**src/rtl/control_cycle_sequencer.sv**
```systemverilog
// Periodic control-cycle sequencer: snapshots encoders every period, divides the motor
// encoder by the gearbox ratio, combines with the output encoder and hands a state to the PID.
module control_cycle_sequencer #(
  parameter int unsigned PERIOD_CYCLES = 32000
) (
  input  logic               CLK,
  input  logic               reset,
  input  logic               enable,
  input  logic signed [23:0] encoder0_position,
  input  logic signed [23:0] encoder1_position,
  input  logic signed [23:0] gearBoxRatio,
  input  logic        [7:0]  control_mode,
  input  logic               pid_ack,
  output logic               pid_req,
  output logic signed [23:0] displacement,
  output logic signed [23:0] motor_state,
  output logic               busy,
  output logic               overrun,
  output logic               div_zero,
  output logic        [15:0] cycle_count
);

  typedef enum logic [2:0] {StIdle, StSnap, StDiv, StCombine, StReq} state_e;

  localparam logic [15:0] LastCount = 16'(PERIOD_CYCLES - 1);

  state_e             state_q, state_d;
  logic        [15:0] period_q, period_d;
  logic signed [23:0] enc0_q, enc0_d;
  logic signed [23:0] enc1_q, enc1_d;
  logic signed [23:0] ratio_q, ratio_d;
  logic        [7:0]  mode_q, mode_d;
  logic        [23:0] rem_q, rem_d;
  logic        [23:0] quo_q, quo_d;
  logic        [4:0]  step_q, step_d;
  logic signed [23:0] disp_q, disp_d;
  logic signed [23:0] mstate_q, mstate_d;
  logic               overrun_q, overrun_d;
  logic               div_zero_q, div_zero_d;
  logic        [15:0] cycles_q, cycles_d;

  logic               tick;
  logic        [23:0] enc0_in_mag, ratio_mag;
  logic        [24:0] trial, diff;
  logic               trial_ge;
  logic signed [23:0] quot_s, disp_new, mstate_new;

  assign tick        = enable & (period_q == LastCount);
  assign enc0_in_mag = encoder0_position[23] ? (~encoder0_position + 24'd1) : encoder0_position;
  assign ratio_mag   = ratio_q[23] ? (~ratio_q + 24'd1) : ratio_q;

  // Restoring step: quo_q shifts dividend bits out of the top and quotient bits in at the bottom.
  assign trial    = {rem_q, quo_q[23]};
  assign diff     = trial - {1'b0, ratio_mag};
  assign trial_ge = ~diff[24];

  always_comb begin
    if (ratio_q == 24'sd0) begin
      quot_s = '0;
    end else if (enc0_q[23] ^ ratio_q[23]) begin
      quot_s = $signed(~quo_q + 24'd1);
    end else if (quo_q[23]) begin
      // Only reachable for -8388608 / -1.
      quot_s = 24'sh7FFFFF;
    end else begin
      quot_s = $signed(quo_q);
    end
  end

  assign disp_new = quot_s - (enc1_q >>> 3);

  always_comb begin
    unique case (mode_q)
      8'd0:    mstate_new = enc0_q;
      8'd1:    mstate_new = enc1_q;
      8'd2:    mstate_new = disp_new;
      default: mstate_new = '0;
    endcase
  end

  always_comb begin
    state_d    = state_q;
    period_d   = enable ? (tick ? 16'd0 : period_q + 16'd1) : 16'd0;
    enc0_d     = enc0_q;
    enc1_d     = enc1_q;
    ratio_d    = ratio_q;
    mode_d     = mode_q;
    rem_d      = rem_q;
    quo_d      = quo_q;
    step_d     = step_q;
    disp_d     = disp_q;
    mstate_d   = mstate_q;
    div_zero_d = div_zero_q;
    cycles_d   = cycles_q;
    // Ticks are never queued; one landing on any busy cycle is only flagged.
    overrun_d  = overrun_q | (tick & (state_q != StIdle));

    unique case (state_q)
      StIdle: begin
        if (tick) state_d = StSnap;
      end
      StSnap: begin
        enc0_d  = encoder0_position;
        enc1_d  = encoder1_position;
        ratio_d = gearBoxRatio;
        mode_d  = control_mode;
        quo_d   = enc0_in_mag;
        rem_d   = '0;
        step_d  = '0;
        state_d = StDiv;
      end
      StDiv: begin
        rem_d  = trial_ge ? diff[23:0] : trial[23:0];
        quo_d  = {quo_q[22:0], trial_ge};
        step_d = step_q + 5'd1;
        if (step_q == 5'd23) state_d = StCombine;
      end
      StCombine: begin
        disp_d   = disp_new;
        mstate_d = mstate_new;
        if (ratio_q == 24'sd0) div_zero_d = 1'b1;
        state_d  = StReq;
      end
      StReq: begin
        if (pid_ack) begin
          cycles_d = cycles_q + 16'd1;
          state_d  = StIdle;
        end
      end
      default: state_d = StIdle;
    endcase
  end

  always_ff @(posedge CLK) begin
    if (reset) begin
      state_q    <= StIdle;
      period_q   <= '0;
      enc0_q     <= '0;
      enc1_q     <= '0;
      ratio_q    <= '0;
      mode_q     <= '0;
      rem_q      <= '0;
      quo_q      <= '0;
      step_q     <= '0;
      disp_q     <= '0;
      mstate_q   <= '0;
      overrun_q  <= 1'b0;
      div_zero_q <= 1'b0;
      cycles_q   <= '0;
    end else begin
      state_q    <= state_d;
      period_q   <= period_d;
      enc0_q     <= enc0_d;
      enc1_q     <= enc1_d;
      ratio_q    <= ratio_d;
      mode_q     <= mode_d;
      rem_q      <= rem_d;
      quo_q      <= quo_d;
      step_q     <= step_d;
      disp_q     <= disp_d;
      mstate_q   <= mstate_d;
      overrun_q  <= overrun_d;
      div_zero_q <= div_zero_d;
      cycles_q   <= cycles_d;
    end
  end

  assign pid_req      = (state_q == StReq);
  assign busy         = (state_q != StIdle);
  assign displacement = disp_q;
  assign motor_state  = mstate_q;
  assign overrun      = overrun_q;
  assign div_zero     = div_zero_q;
  assign cycle_count  = cycles_q;

endmodule

```
**config.mk**
```make
export PLATFORM = sky130hd
export DESIGN_NAME = control_cycle_sequencer
export DESIGN_NICKNAME = d
export VERILOG_FILES = /design/src/rtl/control_cycle_sequencer.sv
export SDC_FILE = /design/constraint.sdc
export NUM_CORES = 1
export LEC_CHECK = 0
export CAP_MARGIN = 5
export CORE_ASPECT_RATIO = 1.75
export CORE_MARGIN = 2
export CORE_UTILIZATION = 45
export CTS_BUF_LIST = sky130_fd_sc_hd__clkbuf_16
export DETAILED_ROUTE_END_ITERATION = 8
export GPL_TIMING_DRIVEN = 0
export PLACE_DENSITY = 0.67
export SYNTH_ARGS = -nofsm -noshare
export SYNTH_HDL_FRONTEND = slang
export SYNTH_SLANG_ARGS = --single-unit
```
**constraint.sdc**
```tcl
create_clock -name CLK -period 13.8 [get_ports CLK]
set_clock_uncertainty 0.05 [all_clocks]
set_input_delay 4.14 -clock CLK [delete_from_list [all_inputs] [get_ports CLK]]
set_output_delay 4.14 -clock CLK [all_outputs]
set_load 0.03 [all_outputs]
```
Word-level counts from Yosys, hierarchy flattened. Index checks and enable logic that the tools add are counted.

Add/subtract/negate cells: 8. Equal/unequal tests: 11. Muxes and demuxes: 14. Bitwise logic cells: 9. Reductions and logical operators: 9.

Operators with widths (number): $mux 24 (5); $pmux 24 s2 (2); $add 24x1->24 const B (3); $not 24->24 (3); $pmux 24 s3 (1); $add 16x1->16 const B (2); $sub 25x24->25 (1); $logic_not 24->1 (1); $sub 24x21->24 (1); $mux 23 (1); $eq 16x15->1 const B (1); $pmux 3 s5 (1); $pmux 5 s2 (1); $mux 3 (3); $eq 8x1->1 const B (1); $eq 8x2->1 const B (1); $logic_not 8->1 (1); $eq 3x2->1 const B (2); $ne 2x2->1 const B (3); $add 5x1->5 const B (1); $eq 5x5->1 const B (1); $reduce_and 2->1 (2); $eq 3x1->1 const B (1); $eq 3x3->1 const B (1); 9 further kinds (11).

Register bits after elaboration: 218. Input port bits: 84. Output and inout bits: 68. Word-level logic and storage cells: 65.

Logic depth before layout (Yosys ltp).
Depth after elaboration: 6. Gate-level depth with buffers: 20. Gate-level depth less buffers: 20.

Worst setup path before layout. No wires, ideal clock.

Path kind: in2reg. Start: in encoder0_position[2]. End: reg quo_q[18]. Library setup time: 70 ps. Data arrival time: 6129 ps. Data required time: 13680 ps. Slack: 7551 ps. Stages: 9. Path buffers: 0. Cells stage by stage: nor4_1 -> nand2_1 -> or4_4 -> nand2b_1 -> or4_1 -> o31ai_2 -> xnor2_1 -> nand2_1 -> a21oi_1.

Longest elaborated chain between the ends: 4.

Ends and longest elaborated chain: from (decl) (RTL line 9) `input logic signed [23:0] encoder0_position,`; $not 24->24 (RTL line 49) `assign enc0_in_mag = encoder0_position[23] ? (~encoder0_position + 24'd1) : encoder0_position;`; $add 24x1->24 (RTL line 49); $mux 24 (RTL line 49); $pmux 24 s2 (RTL line 98) `unique case (state_q)`; to (signal assigned) (RTL line 158) `quo_q <= quo_d;`; to (decl) (RTL line 34) `logic [23:0] quo_q, quo_d;`.

Every way passes these cells. A chain may end at the register's enable or synchronous reset.

Worst setup path in the final report.
Start: in encoder0_position[2]. End: reg quo_q[23].

Same word-level chain as after synthesis.

==> run summary <==
status: finished clean
Setup CP Type: in -> reg
Overflow after GRT: 0
Leak: 0.005456 uW
Mapped Nets: 1748
EDFF count, synth: 0
Peak VDD IR: 0.08892 mV
Final setup viols: 0
WL met2: 22200 um
WL/cell: 20.75 um
# diodes: 0
Die Width: 130.0 um
Min-Delay Path Class: reg -> reg
Initial DRC Count: 754
routed vias: 12493
DIE HEIGHT: 224.5 um
#FFs+latches synth: 218
fin worst setup slack: 7.205 ns
Total Wirelength: 44960 um
# fillers: 2654
clock tree sinks: 218
Bufs on Longest Clock Path: 3
synth warn: 0
metal3 WL: 2200 um
register area: 4364 um2
main combinational cell family by area after synthesis: simple AND/OR/NAND/NOR gates
Avg Synthesized Cell Area: 7.776 um2
compound-cell area share of the yosys netlist: 21.91%
crit path DAT: 6.95 ns
most frequent cells in the layout: nand2_1 (283), dfxtp_1 (218), a21oi_1 (183), nor2_1 (151), clkdlybuf4s50_1 (150)
multiplexer share of the synthesized area: 3.332%
Async S/R FF share, synth: 0%
Final Cycle Share: 47.79%
Seq/Total Area, Yosys: 34.90%
hold buffers post-CTS: 0
Worst Setup End Kind: register
Mapped Area: 12500 um2
clk slew on worst S/H paths: 0.07 ns
routed metal-1 wirelength: 16350 um
Boundary Pins: 152
Main synth FF type: dfxtp_1
drc violations: 0
Adder-Cell Fraction of Synth Area: 5.724%
area leader, netlist: dfxtp_1
crit path cell chain: clkdlybuf4s50_1, nor4_1, nand2_1, nor4_1, nand2_1, or4_1, nor4b_1, nor2_1, a2111oi_0
number of global-route vias before repair: 12316
Rel. slew slack: 3.905%
Multi-input gate area: 7639 um2
# H-tree levels: 1
die area: 29190 um2
top layer in use: met4
worst-margin pin slew: 1.438 ns
critical path's top delay family: simple AND/OR/NAND/NOR gates
post-synthesis xor/xnor area fraction: 7.906%
Crit path largest cell delay: 0.52 ns
P&R area growth vs syn: 21.65%
DP Wirelength: 34600 um
post-route ant nets: 0
CTS Buf Count: 22
postcts setup bufs: 0
pins over their slew limit: 0
core area: 27330 um2
Final min period: 6.595 ns
largest cells by area after synthesis: dfxtp_1 (35%), nand2_1 (8.5%), a21oi_1 (7.3%)
Layout Nets: 1923
worst path bufs/invs: 1
achievable clock frequency: 151.6 MHz
synthesized instance count: 1608
CTS root buf: clkbuf_16
drt pass-1 iters: 8
post-synth top area share: 34.90%
CP max-delay cell: clkdlybuf4s50_1
Post-CTS Resized: 0
Starting Density: 45.76%
pin count of the biggest net entering global routing: 15
initial antenna violation count: 0
worst reg2reg setup slack: 7.77 ns
Port Buf Inserts: 150
crit path launch: encoder0_position[2]
Via density: 5.765
Skew-Pair Late Insertion Delay: 0.55 ns
reg2reg path depth: 16
RR Startpoint: ratio_q[6]$_SDFFE_PP0P_
Fin Hold WS: 0.4046 ns
final hold vios: 0
CP required: 14.16 ns
routability congestion estimate: 0.9757
RSZ-0062 raised after global routing: false
Synth cell types: 79
GRT Overall Usage: 30.66%
final core occ: 55.66%
Setup crit end: quo_q[23]$_SDFFE_PP0N_
Pwr Density: 86.75 nW/um2
Setup WS pre-CTS: 6.654 ns
Site Rows: 80
TNS Setup: 0 ns
global-route wire length before repair: 68160 um
area share of and/or/nand/nor cells after synthesis: 22.23%
worst-path fanout max: 6
share of post-route cells with drive strength above 1: 3.671%
worst r2r dst: motor_state[16]$_SDFFE_PP0P_
stages on the worst setup path: 9
most common cell after layout, fill and taps aside: nand2_1
max-cap violations: 0
CTS tree: built
Startpoint Class: input pin
==> cell usage after synthesis, types with 6 or more instances <==
cell type and count:
a211oi_1 20, dfxtp_1 218, clkbuf_1 82, a31oi_1 13, xnor2_1 50, nand3_1 32, a211o_1 6, nand3b_1 7
inv_1 39, nor4_1 8, and3_1 13, xor2_1 61, o31ai_1 14, a311oi_1 10, nand2b_1 17, a22oi_1 25
nor2_1 151, mux2i_1 36, a21o_1 22, or3_1 18, buf_1 6, nand2_1 283, a221oi_1 8, nor3_1 29
ha_1 54, o22ai_1 6, a21oi_1 183, o21ai_0 65, nand4_1 9, or4_1 6, o21ai_1 15, o21a_1 7
==> area by class of cell <==
| class | count | share of cell area [%] |
|---|---|---|
| clock inverters | 17 | 1.218 |
| plain buffers | 91 | 2.328 |
| well taps | 369 | 3.036 |
| inverters | 39 | 0.9625 |
| flip-flops and latches | 218 | 28.69 |
| multi-input cells | 1260 | 50.22 |
| repair buffers | 151 | 9.921 |
| clock buffers | 22 | 3.620 |
==> layer usage <==
metal	global-route usage [%]	vias up
met1	32.29	5867
met5	0	-
met2	53.84	460
met3	3.639	159
met4	24.63	0
li1	-	6007
==> worst reg2reg max path: cells and delay by family, from the launching register on <==
family | cells | cell delay, ns
flops | 1 | 0.36
xor+xnor | 1 | 0.17
simple gates | 6 | 1.98
buf+inv | 1 | 0.52
fa+ha+maj | 1 | 0.56
compound gates | 7 | 2.28
==> how the worst min path moves through the flow <==
| stage | to | cells past startpoint | slack, ns | startpoint |
|---|---|---|---|---|
| 2_1_floorplan | enc0_q[0]$_SDFFE_PP0P_ | 2 | 0.38 | enc0_q[0]$_SDFFE_PP0P_ |
| 3_3_place_gp | mode_q[5]$_SDFFE_PP0P_ | 2 | 0.39 | mode_q[5]$_SDFFE_PP0P_ |
| 3_5_place_dp | enc0_q[11]$_SDFFE_PP0P_ | 2 | 0.40 | enc0_q[11]$_SDFFE_PP0P_ |
| 4_1_cts | enc0_q[16]$_SDFFE_PP0P_ | 2 | 0.41 | enc0_q[16]$_SDFFE_PP0P_ |
| 5_1_grt | displacement[11]$_SDFFE_PP0P_ | 2 | 0.42 | displacement[11]$_SDFFE_PP0P_ |
| 6_report | enc0_q[11]$_SDFFE_PP0P_ | 2 | 0.40 | enc0_q[11]$_SDFFE_PP0P_ |
==> registers in the layout, summed over array words and instances, names as in the netlist, 3 cells and up <==
name and flops:
enc1_q 24, cycle_count 16, period_q 16, ratio_q 24, mode_q 8, rem_q 24
state_q 3, displacement 24, enc0_q 24, quo_q 24, motor_state 24, step_q 5
==> cell families after synthesis <==
group                      after synthesis
AOI/OAI and AO/OA                      439
xor gates and xnor gates               112
adders and majority gates               56
buffers and inverters                  130
DFF                                    218
muxes                                   41
and+or+nand+nor                        612
==> through the flow <==
stage          power [uW]  area, um2  std cells
2_1_floorplan       662.6      12500       1608
3_3_place_gp        702.2      14470       2127
3_5_place_dp        702.3      14470       2127
4_1_cts              1325      15200       2166
5_1_grt              1352      15210       2167
6_report             1319      15210       2167
==> report_power, final <==
part / switching, uW / internal (uW) / total [uW]
Clock: 266 / 365 / 631
Sequential: 0.380 / 629 / 630
Combinational: 30.8 / 28.4 / 59.2
(Power assumes the default switching activity.)
